--- config.mk ---
export PLATFORM = sky130hd
export DESIGN_NAME = md_scheduler_flat
export DESIGN_NICKNAME = d
export VERILOG_FILES = /design/src/rtl/md_scheduler_if.sv /design/src/rtl/md_scheduler.sv /design/src/flat_wrapper.sv
export SDC_FILE = /design/constraint.sdc
export NUM_CORES = 1
export LEC_CHECK = 0
export BUFFER_PORTS_ARGS = -buffer_cell sky130_fd_sc_hd__clkbuf_2
export CORE_UTILIZATION = 43
export CTS_CLUSTER_SIZE = 12
export DETAILED_ROUTE_END_ITERATION = 8
export GPL_TIMING_DRIVEN = 0
export PLACE_DENSITY = 0.76
export RECOVER_POWER = 50
export SYNTH_ARGS = -nofsm -noshare
export SYNTH_HDL_FRONTEND = slang
export SYNTH_SLANG_ARGS = --single-unit
--- constraint.sdc ---
create_clock -name clk -period 3.75 [get_ports clk]
set_clock_uncertainty 0.2 [all_clocks]
set_input_delay 0 -clock clk [delete_from_list [all_inputs] [get_ports clk]]
set_output_delay 0 -clock clk [all_outputs]
set_load 0.01 [all_outputs]
--- src/rtl/md_scheduler_if.sv ---
// Bus between the E-stage instruction stream, the multiply/divide scheduler and the
// combinational mult/div arithmetic core.
interface md_scheduler_if;
    localparam int unsigned DATA_W = 32;
    localparam int unsigned OP_W   = 3;

    logic              op_valid;
    logic [OP_W-1:0]   op_code;
    logic [DATA_W-1:0] rs_val;
    logic [DATA_W-1:0] rt_val;
    logic              d_is_md;

    logic [DATA_W-1:0] core_a;
    logic [DATA_W-1:0] core_b;
    logic              core_signed;
    logic              core_is_div;
    logic [DATA_W-1:0] core_hi;
    logic [DATA_W-1:0] core_lo;

    logic [DATA_W-1:0] hi_out;
    logic [DATA_W-1:0] lo_out;
    logic              start;
    logic              busy;
    logic              stall_md;

    // Pipeline plus arithmetic core side: drives instructions and core results.
    modport master (
        output op_valid, op_code, rs_val, rt_val, d_is_md, core_hi, core_lo,
        input  core_a, core_b, core_signed, core_is_div, hi_out, lo_out,
               start, busy, stall_md
    );

    // Scheduler side.
    modport slave (
        input  op_valid, op_code, rs_val, rt_val, d_is_md, core_hi, core_lo,
        output core_a, core_b, core_signed, core_is_div, hi_out, lo_out,
               start, busy, stall_md
    );
endinterface

--- src/rtl/md_scheduler.sv ---
// Multiply/divide sequencing controller: latches operands, counts out the fixed core
// latency, owns HI/LO and requests D-stage stalls while an operation is in flight.
module md_scheduler #(
    parameter int unsigned MULT_CYCLES = 5,
    parameter int unsigned DIV_CYCLES  = 10,
    parameter int unsigned CNT_W       = 4
) (
    input  logic          clk,
    input  logic          reset,
    md_scheduler_if.slave bus
);
    localparam int unsigned DATA_W = 32;

    localparam logic [2:0] OP_MULT  = 3'd0;
    localparam logic [2:0] OP_MULTU = 3'd1;
    localparam logic [2:0] OP_DIV   = 3'd2;
    localparam logic [2:0] OP_DIVU  = 3'd3;
    localparam logic [2:0] OP_MTHI  = 3'd4;
    localparam logic [2:0] OP_MTLO  = 3'd5;

    localparam logic [CNT_W-1:0] MULT_LOAD = CNT_W'(MULT_CYCLES);
    localparam logic [CNT_W-1:0] DIV_LOAD  = CNT_W'(DIV_CYCLES);
    localparam logic [CNT_W-1:0] CNT_ONE   = CNT_W'(1);

    typedef enum logic [0:0] {
        IDLE = 1'b0,
        RUN  = 1'b1
    } state_t;

    state_t              state_q, state_d;
    logic [CNT_W-1:0]    cnt_q, cnt_d;
    logic                busy_q, busy_d;
    logic [DATA_W-1:0]   a_q, a_d;
    logic [DATA_W-1:0]   b_q, b_d;
    logic                signed_q, signed_d;
    logic                div_q, div_d;
    logic [DATA_W-1:0]   hi_q, hi_d;
    logic [DATA_W-1:0]   lo_q, lo_d;
    logic                start_c;
    logic                div_by_zero_c;

    // State, countdown, operand latches and architectural HI/LO.
    always_ff @(posedge clk or posedge reset) begin
        if (reset) begin
            state_q  <= IDLE;
            cnt_q    <= '0;
            busy_q   <= 1'b0;
            a_q      <= '0;
            b_q      <= '0;
            signed_q <= 1'b0;
            div_q    <= 1'b0;
            hi_q     <= '0;
            lo_q     <= '0;
        end else begin
            state_q  <= state_d;
            cnt_q    <= cnt_d;
            busy_q   <= busy_d;
            a_q      <= a_d;
            b_q      <= b_d;
            signed_q <= signed_d;
            div_q    <= div_d;
            hi_q     <= hi_d;
            lo_q     <= lo_d;
        end
    end

    // A divide by zero runs its full latency but leaves HI/LO untouched.
    assign div_by_zero_c = div_q & (b_q == '0);

    // Next-state, operand capture, countdown and HI/LO write selection.
    always_comb begin
        state_d  = state_q;
        cnt_d    = cnt_q;
        a_d      = a_q;
        b_d      = b_q;
        signed_d = signed_q;
        div_d    = div_q;
        hi_d     = hi_q;
        lo_d     = lo_q;
        start_c  = 1'b0;

        case (state_q)
            IDLE: begin
                if (bus.op_valid) begin
                    case (bus.op_code)
                        OP_MULT, OP_MULTU, OP_DIV, OP_DIVU: begin
                            start_c  = 1'b1;
                            a_d      = bus.rs_val;
                            b_d      = bus.rt_val;
                            signed_d = (bus.op_code == OP_MULT) || (bus.op_code == OP_DIV);
                            div_d    = (bus.op_code == OP_DIV) || (bus.op_code == OP_DIVU);
                            cnt_d    = ((bus.op_code == OP_DIV) || (bus.op_code == OP_DIVU))
                                       ? DIV_LOAD : MULT_LOAD;
                            state_d  = RUN;
                        end
                        OP_MTHI: hi_d = bus.rs_val;
                        OP_MTLO: lo_d = bus.rs_val;
                        default: ;
                    endcase
                end
            end
            RUN: begin
                // Instructions arriving here are stalled upstream and deliberately ignored.
                if (cnt_q == CNT_ONE) begin
                    if (!div_by_zero_c) begin
                        hi_d = bus.core_hi;
                        lo_d = bus.core_lo;
                    end
                    cnt_d   = '0;
                    state_d = IDLE;
                end else begin
                    cnt_d = cnt_q - CNT_ONE;
                end
            end
            default: begin
                state_d = IDLE;
                cnt_d   = '0;
            end
        endcase

        busy_d = (state_d == RUN);
    end

    assign bus.core_a      = a_q;
    assign bus.core_b      = b_q;
    assign bus.core_signed = signed_q;
    assign bus.core_is_div = div_q;
    assign bus.hi_out      = hi_q;
    assign bus.lo_out      = lo_q;
    assign bus.start       = start_c;
    assign bus.busy        = busy_q;
    assign bus.stall_md    = bus.d_is_md & (start_c | busy_q);

endmodule

--- src/flat_wrapper.sv ---
// flat-port wrapper written by rule: the top's interface ports become plain ports
module md_scheduler_flat 
#(
    parameter int unsigned MULT_CYCLES = 5,
    parameter int unsigned DIV_CYCLES  = 10,
    parameter int unsigned CNT_W       = 4
)
  (clk, reset, bus_op_valid, bus_op_code, bus_rs_val, bus_rt_val, bus_d_is_md, bus_core_hi, bus_core_lo, bus_core_a, bus_core_b, bus_core_signed, bus_core_is_div, bus_hi_out, bus_lo_out, bus_start, bus_busy, bus_stall_md);
  md_scheduler_if bus_i ();
  input  logic clk;
  input  logic reset;
  input wire logic [$bits(bus_i.op_valid)-1:0] bus_op_valid;
  input wire logic [$bits(bus_i.op_code)-1:0] bus_op_code;
  input wire logic [$bits(bus_i.rs_val)-1:0] bus_rs_val;
  input wire logic [$bits(bus_i.rt_val)-1:0] bus_rt_val;
  input wire logic [$bits(bus_i.d_is_md)-1:0] bus_d_is_md;
  input wire logic [$bits(bus_i.core_hi)-1:0] bus_core_hi;
  input wire logic [$bits(bus_i.core_lo)-1:0] bus_core_lo;
  output wire logic [$bits(bus_i.core_a)-1:0] bus_core_a;
  output wire logic [$bits(bus_i.core_b)-1:0] bus_core_b;
  output wire logic [$bits(bus_i.core_signed)-1:0] bus_core_signed;
  output wire logic [$bits(bus_i.core_is_div)-1:0] bus_core_is_div;
  output wire logic [$bits(bus_i.hi_out)-1:0] bus_hi_out;
  output wire logic [$bits(bus_i.lo_out)-1:0] bus_lo_out;
  output wire logic [$bits(bus_i.start)-1:0] bus_start;
  output wire logic [$bits(bus_i.busy)-1:0] bus_busy;
  output wire logic [$bits(bus_i.stall_md)-1:0] bus_stall_md;
  assign bus_i.op_valid = bus_op_valid;
  assign bus_i.op_code = bus_op_code;
  assign bus_i.rs_val = bus_rs_val;
  assign bus_i.rt_val = bus_rt_val;
  assign bus_i.d_is_md = bus_d_is_md;
  assign bus_i.core_hi = bus_core_hi;
  assign bus_i.core_lo = bus_core_lo;
  assign bus_core_a = bus_i.core_a;
  assign bus_core_b = bus_i.core_b;
  assign bus_core_signed = bus_i.core_signed;
  assign bus_core_is_div = bus_i.core_is_div;
  assign bus_hi_out = bus_i.hi_out;
  assign bus_lo_out = bus_i.lo_out;
  assign bus_start = bus_i.start;
  assign bus_busy = bus_i.busy;
  assign bus_stall_md = bus_i.stall_md;
  md_scheduler #(.MULT_CYCLES(MULT_CYCLES), .DIV_CYCLES(DIV_CYCLES), .CNT_W(CNT_W)) u_core (.clk(clk), .reset(reset), .bus(bus_i));
endmodule
* Word-level counts from Yosys, hierarchy flattened *
Cells that the tools add are included.

word-level totals
  latch bits = 0
  memory bits (read-only) = 0
  memories kept = 0
  register bits after elaboration = 135
  output and inout bits = 133
  bits in writable memories = 0
  word-level logic and storage cells = 54
  input bits = 135

cells by class
  bitwise logic cells = 4
  add/subtract/negate cells = 1
  reductions and logical operators = 9
  muxes and demuxes = 20
  divide/modulo/power cells = 0
  magnitude comparators = 0
  shift operators = 0
  eq/ne operators = 12
  multiply operators = 0

operators with widths
  kind                                              count
  two-way mux 32 bit                                8
  case mux 32 bit (2 select lines)                  2
  zero test 32 bit                                  1
  two-way mux 4 bit                                 4
  inequality test 2 bit, second input constant      6
  case mux 4 bit (2 select lines)                   1
  AND reduction 4 bit                               2
  == test 3 x 2 -> 1 bit, second input constant     2
  == test 3 bit, second input constant              2
  == test 4 x 1 -> 1 bit, second input constant     1
  two-way mux 1 bit                                 4
  OR reduction 4 bit                                1
  subtractor 4 x 1 -> 4 bit, second input constant  1
  == test 3 x 1 -> 1 bit, second input constant     1
  zero test 3 bit                                   1
  AND reduction 3 bit                               1
  bitwise AND 1 bit                                 2
  logical OR 1 bit                                  2
  case mux 1 bit (2 select lines)                   1
  AND reduction 2 bit                               1
  inverter 1 bit                                    1
  OR 1 bit                                          1

* Longest topological paths before layout *
Gate-level depths: netlist (run 1).

  depth after elaboration = 7
  mapped depth = 8
  depth with buffers taken out = 6

* Least setup slack after synthesis (run 1) *
Ideal clock, no wire load.

  kind = reg2reg
  from = register u_core.state_q
  to = register u_core.hi_q[0] (netlist: u_core.bus.hi_out[0])
  buffers on the path = 2
  clock period less this slack = 2,040 ps
  data required time = 3,425 ps
  data arrival time = 1,715 ps
  stages on the path, launching flop included = 8
  path slack = 1,710 ps
  setup time = 125 ps
  cells stage by stage = dfrtp_1 > buf_4 > nor4b_2 > nand4_1 > nor3_4 > nor3_4 > buf_6 > mux2_4

between the ends
  cells in the longest elaborated chain, start to end = 3
  elaborated cells on any way between the ends = 7
  classes of those cells = eq/ne (4); mux (1); bitwise (1); reduce/logical (1)

RTL lines
  what                             RTL line            RTL
  start, declared                  md_scheduler.sv:30  state_t state_q, state_d;
  start signal, assigned           md_scheduler.sv:55  state_q <= state_d;
  inverter 1 bit                   md_scheduler.sv:82  case (state_q)
  inequality test 2 bit (no line)  n/a
  AND reduction 4 bit (no line)    n/a
  end signal, assigned             md_scheduler.sv:62  hi_q <= hi_d;
  end, declared                    md_scheduler.sv:37  logic [DATA_W-1:0] hi_q, hi_d;

Parallel ways exist; a longest one is shown, timed or not.
A chain may end at the register's enable or synchronous reset.

==> results of run 1 <==
-- final cells by class --
type | count | area, µm² | share of cell area (%)
multi-input cells | 466 | 2680 | 27.6
clock buffers | 21 | 480 | 4.96
clock inverters | 11 | 169 | 1.74
inverters | 4 | 16.3 | 0.168
flip-flops and latches | 135 | 3380 | 34.9
well taps | 180 | 225 | 2.32
plain buffers | 33 | 174 | 1.79
repair buffers | 405 | 2570 | 26.5
-- cells in the final DEF (no fill, tap or decap), types with 2 or more instances in the layout --
cell,n
nand2_1,330
clkbuf_1,153
clkbuf_2,137
dlygate4sd3_1,135
dfrtp_1,135
mux2_4,60
nand2b_1,35
clkbuf_16,17
nor4_1,6
buf_6,6
nor2_1,5
a21oi_1,4
mux2_2,4
buf_2,4
clkbuf_8,4
bufinv_16,4
nor3_4,3
clkinv_2,3
and2_1,2
nor3_1,2
a211oi_1,2
inv_1,2
ha_1,2
clkinv_4,2
buf_12,2
-- worst max-delay path: cells and delay by family --
family                 cells  cell delay, ns
buffers and inverters      5            2.78
-- cell families (layout without fill, tap and decap cells) --
| kind of cell | after synthesis | count (layout) | synth area share, % |
|---|---|---|---|
| adder cells (fa/ha/maj) | 2 | 2 | 0.400 |
| buffers and inverters | 37 | 474 | 3.08 |
| AO/OA/AOI/OAI | 10 | 10 | 1.04 |
| AND/OR/NAND/NOR | 389 | 389 | 26.1 |
| flip-flops | 135 | 135 | 54.1 |
| multiplexers | 65 | 65 | 15.3 |
-- per-stage QoR --
stage                     instances  hold slack (ns)  util, %  setup WS (ns)  power [W]
final                          1255           0.0948     69.0           1.14    0.00823
after global routing           1255            0.111     69.0          0.844    0.00872
after CTS                      1255           0.0851     70.3           1.31    0.00838
after detailed placement       1088           -0.113     56.1           1.29    0.00641
after global placement         1085         -0.00899     55.7          0.959    0.00631
after floorplan                 638          -0.0946        -           1.71    0.00501
-- layer usage --
layer / vias up / share of wire (%) / track usage, %
met5: - / 0 / 0
met4: 0 / 2.6 / 12.7
met3: 44 / 6.9 / 7.16
met2: 303 / 51 / 51.5
met1: 2976 / 40 / 34.1
li1: 2871 / - / -
-- report_power, final --
part	total (W)	internal, W	leakage [nW]	switching, W
sequential	0.00276	0.00221	1.65	0.000546
clock	0.00183	0.00118	0.319	0.000641
combinational	0.00365	0.00170	3.06	0.00195
-- timing repair --
action	4_1_cts	5_1_grt
hold buffers	135	0
endpoints found under the setup margin	0	0
hold endpoints to repair	269	0
setup buffers	0	0
gates resized for setup	0	0
-- flip-flops by register name, indices dropped and copies added (netlist names) --
| register | cells |
|---|---|
| u_core.bus.core_a | 32 |
| u_core.bus.core_b | 32 |
| u_core.bus.core_is_div | 1 |
| u_core.bus.core_signed | 1 |
| u_core.bus.hi_out | 32 |
| u_core.bus.lo_out | 32 |
| u_core.cnt_q | 4 |
| u_core.state_q | 1 |
-- worst paths after layout --
check,start,endpoint,slack [ns],cells past startpoint
min,bus_d_is_md,bus_stall_md,0.09,3
min reg2reg,u_core.bus.core_a[8],u_core.bus.core_a[8],0.28,2
min in group asynchronous,reset,u_core.bus.hi_out[13],0.75,4
max,reset,u_core.state_q,1.14,5
max in group clk,u_core.state_q,u_core.bus.core_b[22],1.14,7
max reg2reg,u_core.state_q,u_core.bus.core_b[22],1.14,7
==> results.py, run 1 <==
metrics = {
    "status": {
        "outcome": "completed",
    },
    "clock_network": {
        "clockRootBuffer": "clkbuf_16",
        "clk_pin_slew_ns": 0.05,
        "numCtsBuffers": 17,
        "cts_buffer_depth": 2,
        "cts_tree": "yes",
        "htree_levels": 4,
        "insertion_delay_ns": 0.42,
        "cts_sinks": 135,
    },
    "logic_synthesis": {
        "synthFlopType": "dfrtp_1",
        "synth-seq-area-share_pct": 54.1,
        "ys_types": 31,
        "async_flop_share_pct": 100,
        "syn_inst": 638,
        "ys_ff_latch": 135,
        "netlist_top_cells_count": "330 x nand2_1, 135 x dfrtp_1, 60 x mux2_4, 35 x nand2b_1, 21 x clkbuf_1",
        "yosysMostFrequentCell": "nand2_1",
        "synth_warnings": 0,
        "synth_top_area_share_pct": 54.1,
        "synth_fp_nets": 775,
        "synth_area_leaders": "dfrtp_1 54%, nand2_1 20%, mux2_4 14%",
        "syn_area_mm2": 0.00625,
        "synth_area_leader_cell": "dfrtp_1",
        "synth_edf_count": 0,
        "postSynthAreaPerCell_um2": 9.80,
    },
    "place": {
        "dp_hpwl_um": 13400,
        "gp_congestion": 0.849,
        "postPlaceCellArea_mm2": 0.00788,
        "portBuffers": 267,
    },
    "setup_path": {
        "critical_path_arrival_ns": 2.82,
        "crit_fanout": 38,
        "cp-start-kind": "input port",
        "cpMaxStageDelayCell": "clkbuf_2",
        "cp_data_required_time_ns": 3.96,
        "path_cells": "dlygate4sd3_1, clkbuf_2, dlygate4sd3_1, clkinvlp_2, clkbuf_2",
        "cp-end-kind": "asynchronous set/reset pin",
        "crit_type": "input port to asynchronous set/reset pin",
        "critPathMaxStageDelay_ns": 0.85,
    },
    "global_route": {
        "grt_usage_pct": 29.4,
        "grt_pass1_wl_um": 33000,
        "gr-total-overflow": 0,
        "grt_pass1_vias": 6457,
        "grt_max_degree": 42,
        "antenna_found_initial": 0,
    },
    "route": {
        "drt_wl_total_um": 21500,
        "firstDrtPassIters": 5,
        "vias": 6194,
        "wire_per_inst_um": 17.1,
        "viasPerCell": 4.94,
        "drtIter0Drc": 342,
        "route.antenna.remaining_nets": 0,
        "route.detailed.drc": 0,
    },
    "finish": {
        "fillers": 1049,
        "nNetsFinal": 1199,
        "areaGrowthSynthToFinish_pct": 55.1,
        "num_antenna_cells": 0,
        "drive_gt1_share_pct": 23.3,
        "stdcell_area_mm2": 0.00969,
    },
    "job": {
        "cap_violations": 0,
    },
    "timing": {
        "finalHoldViolCount": 0,
        "max_slew_margin_pct": 20.3,
        "fin_setup_tns_ns": 0,
        "final_max_slew_viol_count": 0,
        "setup_viol": 0,
        "rsz0062_at_grt": "no",
        "post-route-min-period_ns": 2.61,
        "tightest_slew_ns": 1.19,
        "finalCritPeriodShare_pct": 69.6,
        "fmax_ghz": 0.383,
    },
    "pwr": {
        "power_density_mw_per_mm2": 850,
        "leakage_nw": 5.03,
        "peakVddDrop_v": 0.000390,
    },
    "floorplan": {
        "io_pins": 268,
        "start_util_pct": 44.5,
        "die_w_um": 123,
        "fp.dieArea_mm2": 0.0150,
        "num_rows": 43,
        "fp.dieH_um": 123,
        "core_mm2": 0.0140,
    },
    "hold_path": {
        "hp-class": "input port to output pin",
    },
}
No activity file was read; power rests on OpenSTA's default activity.
==> run 2, diff against run 1 <==
Settings changed: ABC_AREA set to 1.
Clock period 3.75 ns to 2.4 ns, I/O delays scaled along.
==> results.py, run 2 <==
metrics = {
    "route": {
        "viasPerCell": 5.12,
        "route.antenna.remaining_nets": 0,
        "firstDrtPassIters": 5,
        "drt_wl_total_um": 23300,
        "drtIter0Drc": 602,
        "vias": 7300,
        "route.detailed.drc": 0,
        "wire_per_inst_um": 16.3,
    },
    "setup_path": {
        "reg2reg_depth": 10,
        "cpMaxStageDelayCell": "dlygate4sd3_1",
        "cp-start-kind": "register",
        "cp.buffers_inverters": 3,
        "crit_type": "register to register",
        "cp_num_cells": 10,
        "cp_data_required_time_ns": 2.51,
        "crit_fanout": 10,
        "critical_path_arrival_ns": 2.41,
        "path_cells": "inv_1, nand2_1, nor2_1, nand2_1, nor2_1, nand3_2, buf_6, nand4_1, dlygate4sd3_1, nand2_1",
        "cp-end-kind": "register",
        "critPathMaxStageDelay_ns": 0.56,
        "cp_top_family": "buffers and inverters",
        "worst_path_most_repeated_cell": "nand2_1",
    },
    "floorplan": {
        "io_pins": 268,
        "fp.dieH_um": 122,
        "num_rows": 43,
        "core_mm2": 0.0140,
        "die_w_um": 122,
        "start_util_pct": 44.4,
        "fp.dieArea_mm2": 0.0149,
    },
    "timing": {
        "max_slew_margin_pct": 35.7,
        "holdWs_ns": 0.118,
        "finalCritPeriodShare_pct": 96.1,
        "post-route-min-period_ns": 2.31,
        "setup_ws_ns": 0.0945,
        "final_max_slew_viol_count": 0,
        "rsz0062_at_grt": "no",
        "fmax_ghz": 0.434,
        "finalHoldViolCount": 0,
        "setup_viol": 0,
        "tightest_slew_ns": 0.959,
    },
    "logic_synthesis": {
        "synth_fp_nets": 943,
        "yosysMostFrequentCell": "nand2_1",
        "synth_area_leader_cell": "dfrtp_1",
        "syn_inst": 806,
        "async_flop_share_pct": 100,
        "synthFlopType": "dfrtp_1",
        "synth_area_leaders": "dfrtp_1 54%, nand2_1 29%, nand4_1 6.4%",
        "synth_edf_count": 0,
        "synth_top_area_share_pct": 54.4,
        "postSynthAreaPerCell_um2": 7.71,
        "synth-seq-area-share_pct": 54.4,
        "syn_area_mm2": 0.00621,
        "ys_ff_latch": 135,
        "ys_types": 25,
        "synth_warnings": 0,
        "netlist_top_cells_count": "476 x nand2_1, 135 x dfrtp_1, 64 x nand4_1, 32 x buf_2, 22 x nor2_1",
    },
    "global_route": {
        "grt_pass1_vias": 7102,
        "grt_max_degree": 42,
        "antenna_found_initial": 2,
        "gr-total-overflow": 0,
        "grt_pass1_wl_um": 35100,
        "grt_usage_pct": 31.4,
    },
    "clock_network": {
        "cts_sinks": 135,
        "cts_buffer_depth": 2,
        "insertion_delay_ns": 0.42,
        "postCtsSetupBuffers": 0,
        "cts-resized-gates": 0,
        "clockRootBuffer": "clkbuf_16",
        "clk_pin_slew_ns": 0.06,
        "cts_tree": "yes",
        "htree_levels": 4,
        "numCtsBuffers": 17,
    },
    "finish": {
        "stdcell_area_mm2": 0.00973,
        "nNetsFinal": 1370,
        "areaGrowthSynthToFinish_pct": 56.6,
        "fin_util_pct": 69.6,
        "drive_gt1_share_pct": 17.3,
        "final_common_cell": "nand2_1",
        "fillers": 1183,
        "layout_common_cells": "476 x nand2_1, 143 x clkbuf_1, 138 x dlygate4sd3_1",
    },
    "pwr": {
        "switching_share_pct": 42.4,
        "leakage_nw": 5.19,
        "clkPwrFrac_pct": 24.1,
        "pwr-share-seq_pct": 32.8,
        "power_density_mw_per_mm2": 1290,
        "p_sw_w": 0.00534,
        "p_comb_share_pct": 43.2,
        "p_total_w": 0.0126,
        "peakVddDrop_v": 0.000663,
        "intPower_w": 0.00724,
    },
    "place": {
        "dp_hpwl_um": 15300,
        "gp_congestion": 0.875,
        "postPlaceCellArea_mm2": 0.00784,
        "portBuffers": 267,
        "pre_cts_slack_ns": 0.434,
    },
    "hold_path": {
        "min_path_cells": 4,
        "hp-class": "input port to register",
    },
    "job": {
        "cap_violations": 0,
    },
    "status": {
        "outcome": "completed",
    },
}
run 2: cell types whose count changed after synthesis, moves of 17 or more:
cell and delta:
nor2_1 +17, nand2b_1 -35, nand4_1 +63, nand2_1 +146
mux2_4 -60, buf_2 +28
run 2: final timing paths:
| check | slack [ns] | end | from |
|---|---|---|---|
| setup / recovery | 0.09 | u_core.bus.hi_out[8] | u_core.bus.core_b[11] |
| hold / removal | 0.12 | u_core.bus.core_b[3] | bus_rt_val[3] |
| setup reg to reg | 0.09 | u_core.bus.hi_out[8] | u_core.bus.core_b[11] |
| hold reg to reg | 0.27 | u_core.bus.core_a[24] | u_core.bus.core_a[24] |
| max in group asynchronous | 0.25 | u_core.bus.core_b[12] | reset |
| min in group asynchronous | 0.64 | u_core.bus.hi_out[10] | reset |
run 2: what timing repair did:
action,4_1_cts,5_1_grt
hold buffers,138,0
setup endpoints to repair,0,0
endpoints found under the hold margin,228,0
run 2: power groups by stage:
stage	logic, W	clock network [W]	registers (W)
floorplan	0.00272	0	0.00452
global placement	0.00529	0	0.00408
detailed placement	0.00539	0	0.00412
CTS	0.00560	0.00306	0.00410
global route	0.00603	0.00317	0.00422
finish	0.00543	0.00303	0.00412
run 2: kinds of logic after synthesis:
family                     Yosys count  share of synthesized area [%]
buffers and inverters               72                           5.18
xor gates and xnor gates             2                          0.282
and+or+nand+nor                    574                           37.8
AOI/OAI and AO/OA                   21                           1.93
adders and majority gates            2                          0.403
DFF                                135                           54.4
run 2: layer usage:
| metal | wire [µm] | part of all wire (%) | up-vias | global-route usage [%] |
|---|---|---|---|---|
| met1 | 9170 | 39 | 3415 | 37.3 |
| met5 | 0 | 0 | - | 0 |
| met2 | 11300 | 48 | 416 | 52.2 |
| met4 | 835 | 3.6 | 0 | 15.9 |
| met3 | 2010 | 8.6 | 73 | 8.05 |
| li1 | - | - | 3396 | - |
run 2: per-stage QoR:
stage,cells,setup TNS [ns]
floorplan,806,0
global placement,1253,-59.08
global route,1427,0
CTS,1425,0
detailed placement,1256,0
finish,1427,0
run 2: cell type report:
class | instances | area, µm² | area share, %
tap | 180 | 225 | 2.31
buffer | 52 | 246 | 2.53
inverter | 20 | 76.3 | 0.784
sequential | 135 | 3380 | 34.7
antenna | 2 | 5.00 | 0.0514
clock buffer | 20 | 467 | 4.80
clock inverter | 11 | 219 | 2.25
multi-input combinational | 599 | 2510 | 25.8
timing repair buffer | 408 | 2600 | 26.7
run 2: worst min-delay path: stages:
cell and delay [ns]:
dlygate4sd3_1 0.52, clkbuf_2 0.09, nand2_1 0.04, nand2_1 0.05
